$ cat config.mk
export PLATFORM = sky130hd
export DESIGN_NAME = rf_access_ctrl_flat
export DESIGN_NICKNAME = d
export VERILOG_FILES = /design/src/rtl/rf_access_ctrl_pkg.sv /design/src/rtl/rf_access_ctrl_if.sv /design/src/rtl/rf_access_ctrl_rr_arbiter.sv /design/src/rtl/rf_access_ctrl.sv /design/src/flat_wrapper.sv
export SDC_FILE = /design/constraint.sdc
export NUM_CORES = 1
export LEC_CHECK = 0
export BUFFER_PORTS_ARGS = -buffer_cell sky130_fd_sc_hd__buf_2
export CORE_AREA = 2 2 111 113
export DETAILED_ROUTE_END_ITERATION = 8
export DIE_AREA = 0 0 113 115
export GPL_ROUTABILITY_DRIVEN = 0
export GPL_TIMING_DRIVEN = 0
export PLACE_DENSITY_LB_ADDON = 0.1
export SLEW_MARGIN = 20
export SYNTH_ARGS = -nofsm -noshare
export SYNTH_HDL_FRONTEND = slang
export SYNTH_HIERARCHICAL = 1
export SYNTH_SLANG_ARGS = --single-unit
$ cat constraint.sdc
create_clock -name clk -period 3 [get_ports clk]
set_clock_uncertainty 0.2 [all_clocks]
set_input_delay 0.15 -clock clk [delete_from_list [all_inputs] [get_ports clk]]
set_output_delay 0.15 -clock clk [all_outputs]
set_load 0.05 [all_outputs]
$ cat src/rtl/rf_access_ctrl_pkg.sv
// Shared encodings for the register-file access controller: FSM states,
// access-size codes and default bus widths.
package rf_ctrl_pkg;

    localparam int ADDR_W_DEF = 4;
    localparam int DATA_W_DEF = 32;

    typedef enum logic [2:0] {
        IDLE,
        RD,
        WR_H,
        RD2,
        WR_L,
        FIN
    } state_t;

    localparam logic [1:0] SZ_LO  = 2'b00;
    localparam logic [1:0] SZ_HI  = 2'b01;
    localparam logic [1:0] SZ_W   = 2'b10;
    localparam logic [1:0] SZ_RSV = 2'b11;

endpackage

$ cat src/rtl/rf_access_ctrl_if.sv
// Requester-side handshake bundle; one instance each for the CPU and the
// debug/loader port.
interface rf_req_if
    import rf_ctrl_pkg::*;
#(
    parameter int ADDR_W = ADDR_W_DEF,
    parameter int DATA_W = DATA_W_DEF
) ();

    logic              req;
    logic              wr;
    logic [1:0]        size;
    logic [ADDR_W-1:0] addr_a;
    logic [ADDR_W-1:0] addr_b;
    logic [DATA_W-1:0] wdata;
    logic              gnt;
    logic              done;

    modport master (output req, wr, size, addr_a, addr_b, wdata, input gnt, done);
    modport slave  (input req, wr, size, addr_a, addr_b, wdata, output gnt, done);

endinterface

$ cat src/rtl/rf_access_ctrl_rr_arbiter.sv
// Two-way arbiter (bit 0 = cpu, bit 1 = dbg), fixed priority or round-robin.
// The pointer remembers which side was granted last.
module rf_rr_arbiter #(
    parameter bit ARB_RR = 1'b0
) (
    input  logic       clk,
    input  logic       reset,
    input  logic [1:0] req,
    input  logic       en,
    output logic [1:0] gnt
);

    logic last_dbg_q;
    logic last_dbg_d;

    // On a tie in round-robin mode the side not granted last wins.
    always_comb begin
        gnt        = 2'b00;
        last_dbg_d = last_dbg_q;
        if (en) begin
            if (req == 2'b11) begin
                gnt = (ARB_RR && !last_dbg_q) ? 2'b10 : 2'b01;
            end else begin
                gnt = req;
            end
            if (gnt[1]) begin
                last_dbg_d = 1'b1;
            end else if (gnt[0]) begin
                last_dbg_d = 1'b0;
            end
        end
    end

    always_ff @(posedge clk or negedge reset) begin
        if (!reset) begin
            last_dbg_q <= 1'b0;
        end else begin
            last_dbg_q <= last_dbg_d;
        end
    end

endmodule

$ cat src/rtl/rf_access_ctrl.sv
// Shares the 16x32 register file between CPU and debug port and sequences
// the read-modify-write passes the RF needs for half-word and word writes.
module rf_access_ctrl
    import rf_ctrl_pkg::*;
#(
    parameter int ADDR_W  = ADDR_W_DEF,
    parameter int DATA_W  = DATA_W_DEF,
    parameter bit ARB_RR  = 1'b0,
    parameter bit R0_ZERO = 1'b0
) (
    input  logic              clk,
    input  logic              reset,
    rf_req_if.slave           cpu,
    rf_req_if.slave           dbg,
    output logic [DATA_W-1:0] rdata1,
    output logic [DATA_W-1:0] rdata2,
    output logic              busy,
    output logic [ADDR_W-1:0] rf_reg_port1,
    output logic [ADDR_W-1:0] rf_reg_port2,
    output logic [ADDR_W-1:0] rf_write_reg,
    output logic [DATA_W-1:0] rf_data_in,
    output logic              rf_we,
    output logic              rf_hl,
    input  logic [DATA_W-1:0] rf_reg_out1,
    input  logic [DATA_W-1:0] rf_reg_out2
);

    state_t            state_q, state_d;
    logic              owner_q, owner_d;
    logic              wr_q, wr_d;
    logic [1:0]        size_q, size_d;
    logic [ADDR_W-1:0] addr_a_q, addr_a_d;
    logic [ADDR_W-1:0] addr_b_q, addr_b_d;
    logic [DATA_W-1:0] wdata_q, wdata_d;
    logic [DATA_W-1:0] rdata1_q, rdata1_d;
    logic [DATA_W-1:0] rdata2_q, rdata2_d;
    logic              cpu_done_q, cpu_done_d;
    logic              dbg_done_q, dbg_done_d;
    logic [1:0]        gnt;
    logic              suppress_we;

    rf_rr_arbiter #(.ARB_RR(ARB_RR)) u_arb (
        .clk   (clk),
        .reset (reset),
        .req   ({dbg.req, cpu.req}),
        .en    (state_q == IDLE),
        .gnt   (gnt)
    );

    assign cpu.gnt  = gnt[0];
    assign dbg.gnt  = gnt[1];
    assign cpu.done = cpu_done_q;
    assign dbg.done = dbg_done_q;
    assign rdata1   = rdata1_q;
    assign rdata2   = rdata2_q;
    assign busy     = (state_q != IDLE);

    always_comb begin
        state_d    = state_q;
        owner_d    = owner_q;
        wr_d       = wr_q;
        size_d     = size_q;
        addr_a_d   = addr_a_q;
        addr_b_d   = addr_b_q;
        wdata_d    = wdata_q;
        rdata1_d   = rdata1_q;
        rdata2_d   = rdata2_q;
        cpu_done_d = 1'b0;
        dbg_done_d = 1'b0;
        case (state_q)
            IDLE: begin
                if (gnt != 2'b00) begin
                    owner_d  = gnt[1];
                    wr_d     = gnt[1] ? dbg.wr     : cpu.wr;
                    size_d   = gnt[1] ? dbg.size   : cpu.size;
                    addr_a_d = gnt[1] ? dbg.addr_a : cpu.addr_a;
                    addr_b_d = gnt[1] ? dbg.addr_b : cpu.addr_b;
                    wdata_d  = gnt[1] ? dbg.wdata  : cpu.wdata;
                    state_d  = RD;
                end
            end
            RD: begin
                if (!wr_q) begin
                    state_d = FIN;
                end else begin
                    case (size_q)
                        SZ_LO:      state_d = WR_L;
                        SZ_HI, SZ_W: state_d = WR_H;
                        default:    state_d = FIN;
                    endcase
                end
            end
            WR_H:    state_d = (size_q == SZ_W) ? RD2 : FIN;
            RD2:     state_d = WR_L;
            WR_L:    state_d = FIN;
            FIN: begin
                if (!wr_q) begin
                    rdata1_d = rf_reg_out1;
                    rdata2_d = rf_reg_out2;
                end
                if (owner_q) begin
                    dbg_done_d = 1'b1;
                end else begin
                    cpu_done_d = 1'b1;
                end
                state_d = IDLE;
            end
            default: state_d = IDLE;
        endcase
    end

    // RF controls are pure decodes of the state and the latched request;
    // writes to r0 keep their timing but never strobe the RF when R0_ZERO is set.
    assign suppress_we = R0_ZERO && (addr_a_q == '0);

    always_comb begin
        rf_reg_port1 = '0;
        rf_reg_port2 = '0;
        rf_write_reg = '0;
        rf_data_in   = '0;
        rf_we        = 1'b0;
        rf_hl        = 1'b0;
        if (state_q != IDLE) begin
            rf_reg_port1 = addr_a_q;
            rf_reg_port2 = addr_b_q;
            rf_write_reg = addr_a_q;
            rf_data_in   = wdata_q;
        end
        if ((state_q == WR_H) || (state_q == WR_L)) begin
            rf_we = !suppress_we;
        end
        rf_hl = (state_q == WR_H);
    end

    always_ff @(posedge clk or negedge reset) begin
        if (!reset) begin
            state_q    <= IDLE;
            owner_q    <= 1'b0;
            wr_q       <= 1'b0;
            size_q     <= 2'b00;
            addr_a_q   <= '0;
            addr_b_q   <= '0;
            wdata_q    <= '0;
            rdata1_q   <= '0;
            rdata2_q   <= '0;
            cpu_done_q <= 1'b0;
            dbg_done_q <= 1'b0;
        end else begin
            state_q    <= state_d;
            owner_q    <= owner_d;
            wr_q       <= wr_d;
            size_q     <= size_d;
            addr_a_q   <= addr_a_d;
            addr_b_q   <= addr_b_d;
            wdata_q    <= wdata_d;
            rdata1_q   <= rdata1_d;
            rdata2_q   <= rdata2_d;
            cpu_done_q <= cpu_done_d;
            dbg_done_q <= dbg_done_d;
        end
    end

endmodule

$ cat src/flat_wrapper.sv
// flat-port wrapper written by rule: the top's interface ports become plain ports
module rf_access_ctrl_flat import rf_ctrl_pkg::*;
#(
    parameter int ADDR_W  = ADDR_W_DEF,
    parameter int DATA_W  = DATA_W_DEF,
    parameter bit ARB_RR  = 1'b0,
    parameter bit R0_ZERO = 1'b0
)
  (clk, reset, rdata1, rdata2, busy, rf_reg_port1, rf_reg_port2, rf_write_reg, rf_data_in, rf_we, rf_hl, rf_reg_out1, rf_reg_out2, cpu_req, cpu_wr, cpu_size, cpu_addr_a, cpu_addr_b, cpu_wdata, cpu_gnt, cpu_done, dbg_req, dbg_wr, dbg_size, dbg_addr_a, dbg_addr_b, dbg_wdata, dbg_gnt, dbg_done);
  rf_req_if #(.ADDR_W(ADDR_W), .DATA_W(DATA_W)) cpu_i ();
  rf_req_if #(.ADDR_W(ADDR_W), .DATA_W(DATA_W)) dbg_i ();
  input  logic clk;
  input  logic reset;
  output logic [DATA_W-1:0] rdata1;
  output logic [DATA_W-1:0] rdata2;
  output logic busy;
  output logic [ADDR_W-1:0] rf_reg_port1;
  output logic [ADDR_W-1:0] rf_reg_port2;
  output logic [ADDR_W-1:0] rf_write_reg;
  output logic [DATA_W-1:0] rf_data_in;
  output logic rf_we;
  output logic rf_hl;
  input  logic [DATA_W-1:0] rf_reg_out1;
  input  logic [DATA_W-1:0] rf_reg_out2;
  input wire logic [$bits(cpu_i.req)-1:0] cpu_req;
  input wire logic [$bits(cpu_i.wr)-1:0] cpu_wr;
  input wire logic [$bits(cpu_i.size)-1:0] cpu_size;
  input wire logic [$bits(cpu_i.addr_a)-1:0] cpu_addr_a;
  input wire logic [$bits(cpu_i.addr_b)-1:0] cpu_addr_b;
  input wire logic [$bits(cpu_i.wdata)-1:0] cpu_wdata;
  output wire logic [$bits(cpu_i.gnt)-1:0] cpu_gnt;
  output wire logic [$bits(cpu_i.done)-1:0] cpu_done;
  input wire logic [$bits(dbg_i.req)-1:0] dbg_req;
  input wire logic [$bits(dbg_i.wr)-1:0] dbg_wr;
  input wire logic [$bits(dbg_i.size)-1:0] dbg_size;
  input wire logic [$bits(dbg_i.addr_a)-1:0] dbg_addr_a;
  input wire logic [$bits(dbg_i.addr_b)-1:0] dbg_addr_b;
  input wire logic [$bits(dbg_i.wdata)-1:0] dbg_wdata;
  output wire logic [$bits(dbg_i.gnt)-1:0] dbg_gnt;
  output wire logic [$bits(dbg_i.done)-1:0] dbg_done;
  assign cpu_i.req = cpu_req;
  assign cpu_i.wr = cpu_wr;
  assign cpu_i.size = cpu_size;
  assign cpu_i.addr_a = cpu_addr_a;
  assign cpu_i.addr_b = cpu_addr_b;
  assign cpu_i.wdata = cpu_wdata;
  assign cpu_gnt = cpu_i.gnt;
  assign cpu_done = cpu_i.done;
  assign dbg_i.req = dbg_req;
  assign dbg_i.wr = dbg_wr;
  assign dbg_i.size = dbg_size;
  assign dbg_i.addr_a = dbg_addr_a;
  assign dbg_i.addr_b = dbg_addr_b;
  assign dbg_i.wdata = dbg_wdata;
  assign dbg_gnt = dbg_i.gnt;
  assign dbg_done = dbg_i.done;
  rf_access_ctrl #(.ADDR_W(ADDR_W), .DATA_W(DATA_W), .ARB_RR(ARB_RR), .R0_ZERO(R0_ZERO)) u_core (.clk(clk), .reset(reset), .cpu(cpu_i), .dbg(dbg_i), .rdata1(rdata1), .rdata2(rdata2), .busy(busy), .rf_reg_port1(rf_reg_port1), .rf_reg_port2(rf_reg_port2), .rf_write_reg(rf_write_reg), .rf_data_in(rf_data_in), .rf_we(rf_we), .rf_hl(rf_hl), .rf_reg_out1(rf_reg_out1), .rf_reg_out2(rf_reg_out2));
endmodule
* Yosys cells after proc, flatten, opt, wreduce, memory -nomap -nowiden *
Index checks and enable logic that the tools add are counted.

operators by class
  mux-type cells = 20
  reductions and logical operators = 8
  bitwise operators = 1
  eq/ne operators = 9

operators by type and width
  kind                                                   number
  two-way mux 32 bit                                     2
  two-way mux 4 bit                                      4
  one-hot mux 3 bit (5 select lines)                     1
  two-way mux 3 bit                                      3
  equality test 3 x 2 -> 1 bit, second input constant    2
  equality test 3 bit, second input constant             2
  two-way mux 1 bit                                      6
  two-way mux 2 bit                                      3
  one-hot mux 3 bit (2 select lines)                     1
  equality test 2 bit, second input constant             2
  AND reduction 2 bit                                    2
  equality test 3 x 1 -> 1 bit, second input constant    1
  logical NOT 3 bit                                      1
  nonzero test 3 bit                                     1
  equality test 2 x 1 -> 1 bit, second input constant    1
  logical NOT 2 bit                                      1
  inequality test 2 x 1 -> 1 bit, second input constant  1
  nonzero test 2 bit                                     1
  OR reduction 2 bit                                     1
  logical OR 1 bit                                       1
  inverter 1 bit                                         1

word-level totals
  bits of input ports = 154
  register bits after elaboration = 113
  logic and storage cells = 49
  output and inout port bits = 115

* Logic depth before layout (Yosys ltp) *
  depth after elaboration = 6
  mapped depth = 9
  mapped depth without buffers = 5

* By module *
Netlist, hierarchy kept.

by module, submodules not included
  module          sequential area each (µm²)  area each (µm²)  cells an instance  times used
  rf_access_ctrl  2827.7                      5337.6           361                1
  rf_rr_arbiter   0.0                         16.3             2                  1

* Least setup slack after synthesis *
Ideal clock, no wire load.

  path type = reg-to-reg
  start = reg u_core.state_q[0]
  end = reg u_core.wdata_q[2]
  data arrival time = 2.860 ns
  slack = -0.188 ns
  required time = 2.673 ns
  stages on the path, launching flop included = 9
  library setup time = 0.127 ns
  path buffers = 4
  period minus slack after synthesis = 3.188 ns
  path through = dfrtp_1 buf_6 nor3_4 clkbuf_1 and3b_1 buf_2 buf_1 mux2_2 mux2_1

between the ends
  word-level cells in the longest chain between the ends = 4
  elaborated cells between the ends (all ways) = 5
  classes of those cells = mux: 2; reduce/logical: 3

RTL lines
  item                                  line                             source
  from (decl)                           rf_access_ctrl.sv:28             state_t state_q, state_d;
  from (signal assigned)                rf_access_ctrl.sv:149            state_q <= state_d;
  logical NOT 3 bit (*)                 rf_access_ctrl.sv:46             .en (state_q == IDLE),
  two-way mux 2 bit (*)                 rf_access_ctrl_rr_arbiter.sv:20  if (en) begin
  net dbg_gnt                           flat_wrapper.sv:39               output wire logic [$bits(dbg_i.gnt)-1:0] dbg_gnt;
  nonzero test 2 bit                    rf_access_ctrl.sv:72             if (gnt != 2'b00) begin
  AND reduction 2 bit (no source line)  n/a
  to (signal assigned)                  rf_access_ctrl.sv:155            wdata_q <= wdata_d;
  to (decl)                             rf_access_ctrl.sv:34             logic [DATA_W-1:0] wdata_q, wdata_d;

The timed path passes the listed nets; every way through them passes the cells marked *.
A chain may end at the register's enable or synchronous reset.

* Worst setup path in the final report *
  start = reg u_core.state_q[0]
  end = reg u_core.wdata_q[7]

between the ends
  word-level cells in the longest chain between the ends = 4
  elaborated cells between the ends (all ways) = 5
  classes of those cells = mux: 2; reduce/logical: 3

RTL lines
  item                                  line
  logical NOT 3 bit (*)                 rf_access_ctrl.sv:46, rf_access_ctrl.sv:70
  two-way mux 2 bit                     rf_access_ctrl_rr_arbiter.sv:20
  nonzero test 2 bit                    rf_access_ctrl.sv:72
  AND reduction 2 bit (no source line)  n/a

Mark *: on every way between the ends. The rest lies on a longest branch, timed or not.

==> impl_metrics.tcl <==
set metrics [dict create \
    via_per_inst 4.761 \
    crit_required_ns 3.08 \
    violations "DRC" \
    yosysSeqAreaShare_pct 52.82 \
    grt_max_degree 81 \
    portBuffers 268 \
    drc 19 \
    via_count 4590 \
    yosysUniqueCellTypes 33 \
    die_w_um 113 \
    routed_wl_um 15800 \
    path_clk_slew_ns 0.05 \
    start_util_pct 45.33 \
    grt.busiest_layer "met2" \
    clkLatencyLatePin_ns 0.40 \
    ios 269 \
    met3_usage_pct 7.855 \
    reg2reg_slack_ns 0.13 \
    finalHoldViolCount 0 \
    antenna_found_initial 0 \
    clockRootBuffer "clkbuf_16" \
    p_leak_nw 4.366 \
    layout-drive-gt1-share_pct 56.67 \
    path_class "reg -> reg" \
    hp-start "cpu_req" \
    drv_cap 0 \
    ant_nets 0 \
    grt_overflow 0 \
    end_kind "flip-flop" \
    track_usage_pct 24.70 \
    ir_drop_mv 0.7235 \
    clock-sinks 113 \
    ys_ff_latch 113 \
    firstDrtPassIters 9 \
    antenna_cells 0 \
    nNetsFinal 961 \
    fmax_mhz 348.1 \
    numCtsBuffers 17 \
    final_common_cell "buf_2" \
    r2r_cells 8 \
    coreArea_um2 11810 \
    wl_per_cell_um 16.39 \
    ys_warn_count 6 \
    min_to "u_core/state_q[0]$_DFFE_PN0P_" \
    fillers 741 \
    critical_path.max_fanout 11 \
    fin_crit_ns 2.873 \
    status "complete, but fails checks" \
    grt_pass1_vias 5045 \
    cts_tree "yes" \
    fp.dieH_um 115 \
    reg2reg_from "u_core/state_q[0]$_DFFE_PN0P_" \
    slew_violations 0 \
    total_power_mw 11.45 \
    postSynthCellCount 363 \
    synth_area_um2 5354 \
    area_growth_pct 69.55 \
    grt_pass1_wl_um 24800 \
    finalSetupViolCount 0 \
    use_met2_pct 43.35 \
    grt_util_met1_pct 27.77 \
    layout_common_cells "buf_2 (269), dlygate4sd3_1 (153), dfrtp_1 (113)" \
    max-slew-margin-rel_pct 61.33 \
    whs_path_depth 4 \
    hp-class "in -> reg" \
    rows 40 \
    hpwl_um 9597 \
    whs_ns 0.1315 \
    rsz0062_at_grt "false" \
    power_density_nw_per_um2 1262 \
    drt-initial-drc-count 179 \
    cp-start-kind "flip-flop" \
    timing.final.crit_share_pct 95.76 \
    arrival_ns 2.96 \
    synth_fp_nets 520 \
    dieArea_um2 13000 \
    timing.rr.end "u_core/wdata_q[7]$_DFFE_PN0P_" \
    syn-mean-instance-area_um2 14.75 \
    clockBufferDepth 2 \
    worst_pin_slew_ns 0.5781 \
    htree_levels 4 \
]
-- worst max-delay path: stages, from the launching register on --
cell	delay (ns)
dfrtp_1	0.37
buf_6	0.14
nor3_4	0.32
buf_4	0.27
and3b_2	0.21
buf_2	0.28
clkbuf_4	0.30
mux2_2	0.36
mux2_1	0.31
-- through the flow --
step,instances,utilization (%),cell area (um^2),setup WS [ns],setup TNS [ns]
global placement,778,58.27,6883,-0.4466,-13.39
global route,964,76.85,9077,0.02033,0
CTS,964,76.77,9067,0.01082,0
finish,964,76.85,9077,0.1273,0
floorplan,363,-,5358,0.01548,0
detailed placement,779,58.56,6917,-0.5135,-15.39
-- registers in the layout, indices dropped and copies added (netlist names) --
signal and cells:
u_core/rdata1 32, u_core/wr_q 1, u_core/cpu.done 1, u_core/wdata_q 32, u_core/owner_q 1, u_core/size_q 2
u_core/rdata2 32, u_core/dbg.done 1, u_core/state_q 3, u_core/addr_a_q 4, u_core/addr_b_q 4
-- what timing repair did --
| item | 4_1_cts | 5_1_grt |
|---|---|---|
| hold buffers | 153 | 0 |
| setup endpoints to repair | 43 | 36 |
| resized for setup | 4 | 8 |
| endpoints found under the hold margin | 220 | 0 |
| buffers inserted | 0 | 0 |
-- how the worst max path moves through the flow --
stage	endpoint	slack [ns]	startpoint
global placement	u_core/wdata_q[21]$_DFFE_PN0P_	-0.45	u_core/state_q[0]$_DFFE_PN0P_
detailed placement	u_core/wdata_q[14]$_DFFE_PN0P_	-0.51	u_core/state_q[0]$_DFFE_PN0P_
CTS	u_core/wdata_q[7]$_DFFE_PN0P_	0.01	u_core/state_q[0]$_DFFE_PN0P_
finish	u_core/wdata_q[7]$_DFFE_PN0P_	0.13	u_core/state_q[0]$_DFFE_PN0P_
floorplan	u_core/addr_b_q[0]$_DFFE_PN0P_	0.02	u_core/state_q[0]$_DFFE_PN0P_
global route	u_core/wdata_q[7]$_DFFE_PN0P_	0.02	u_core/state_q[0]$_DFFE_PN0P_
-- area by class of cell --
class                      count  area, um^2  area share, %
timing repair buffer         422        2907          32.02
sequential                   113        2828          31.15
multi-input combinational    220        2270          25.00
clock buffer                  19       452.9          4.990
buffer                        26       261.5          2.881
tap                          147       183.9          2.026
clock inverter                13       160.2          1.764
inverter                       4       15.01         0.1654
-- cells in the mapped netlist --
cell type	count	share of area [%]
inv_1	4	0.28
nand3b_1	2	0.28
o32ai_1	1	0.16
nor2_4	1	0.21
mux2_1	11	2.3
ha_1	3	0.70
or2b_1	1	0.14
mux2_2	105	22
nand2b_1	2	0.23
a21oi_1	4	0.37
o22ai_1	1	0.12
and2b_1	3	0.42
clkbuf_1	7	0.49
nor3_1	1	0.093
buf_8	1	0.28
buf_1	1	0.070
o21a_1	1	0.14
and2_2	1	0.14
nand4b_1	1	0.16
mux2i_1	4	0.75
dfrtp_1	113	53
buf_2	2	0.19
clkbuf_8	3	0.77
nand2_1	2	0.14
and3b_1	1	0.16
mux2_4	30	8.4
o21ai_0	1	0.093
nor2b_1	41	4.8
buf_12	3	1.1
nor2_1	2	0.14
buf_6	5	1.1
nor3_4	1	0.30
buf_4	4	0.56
-- routing by layer --
metal / vias up / wire, um
met4: 0 / 476
met1: 2205 / 6132
met2: 210 / 7930
li1: 2138 / -
met3: 37 / 1262
met5: - / 0
-- cells by family (layout without fill, tap and decap cells) --
logic type / count (synthesis) / count (layout) / synth area share [%]
AOI/OAI and AO/OA: 8 / 8 / 0.8881
buffers and inverters: 30 / 484 / 4.814
adders and majority gates: 3 / 3 / 0.7012
and+or+nand+nor: 59 / 59 / 7.221
DFF: 113 / 113 / 52.82
muxes: 150 / 150 / 33.56
-- power breakdown --
| group | switching, mW | internal [mW] |
|---|---|---|
| Combinational | 4.50 | 2.21 |
| Clock | 0.699 | 1.35 |
| Sequential | 0.384 | 2.31 |
No activity file was read; power rests on OpenSTA's default activity.
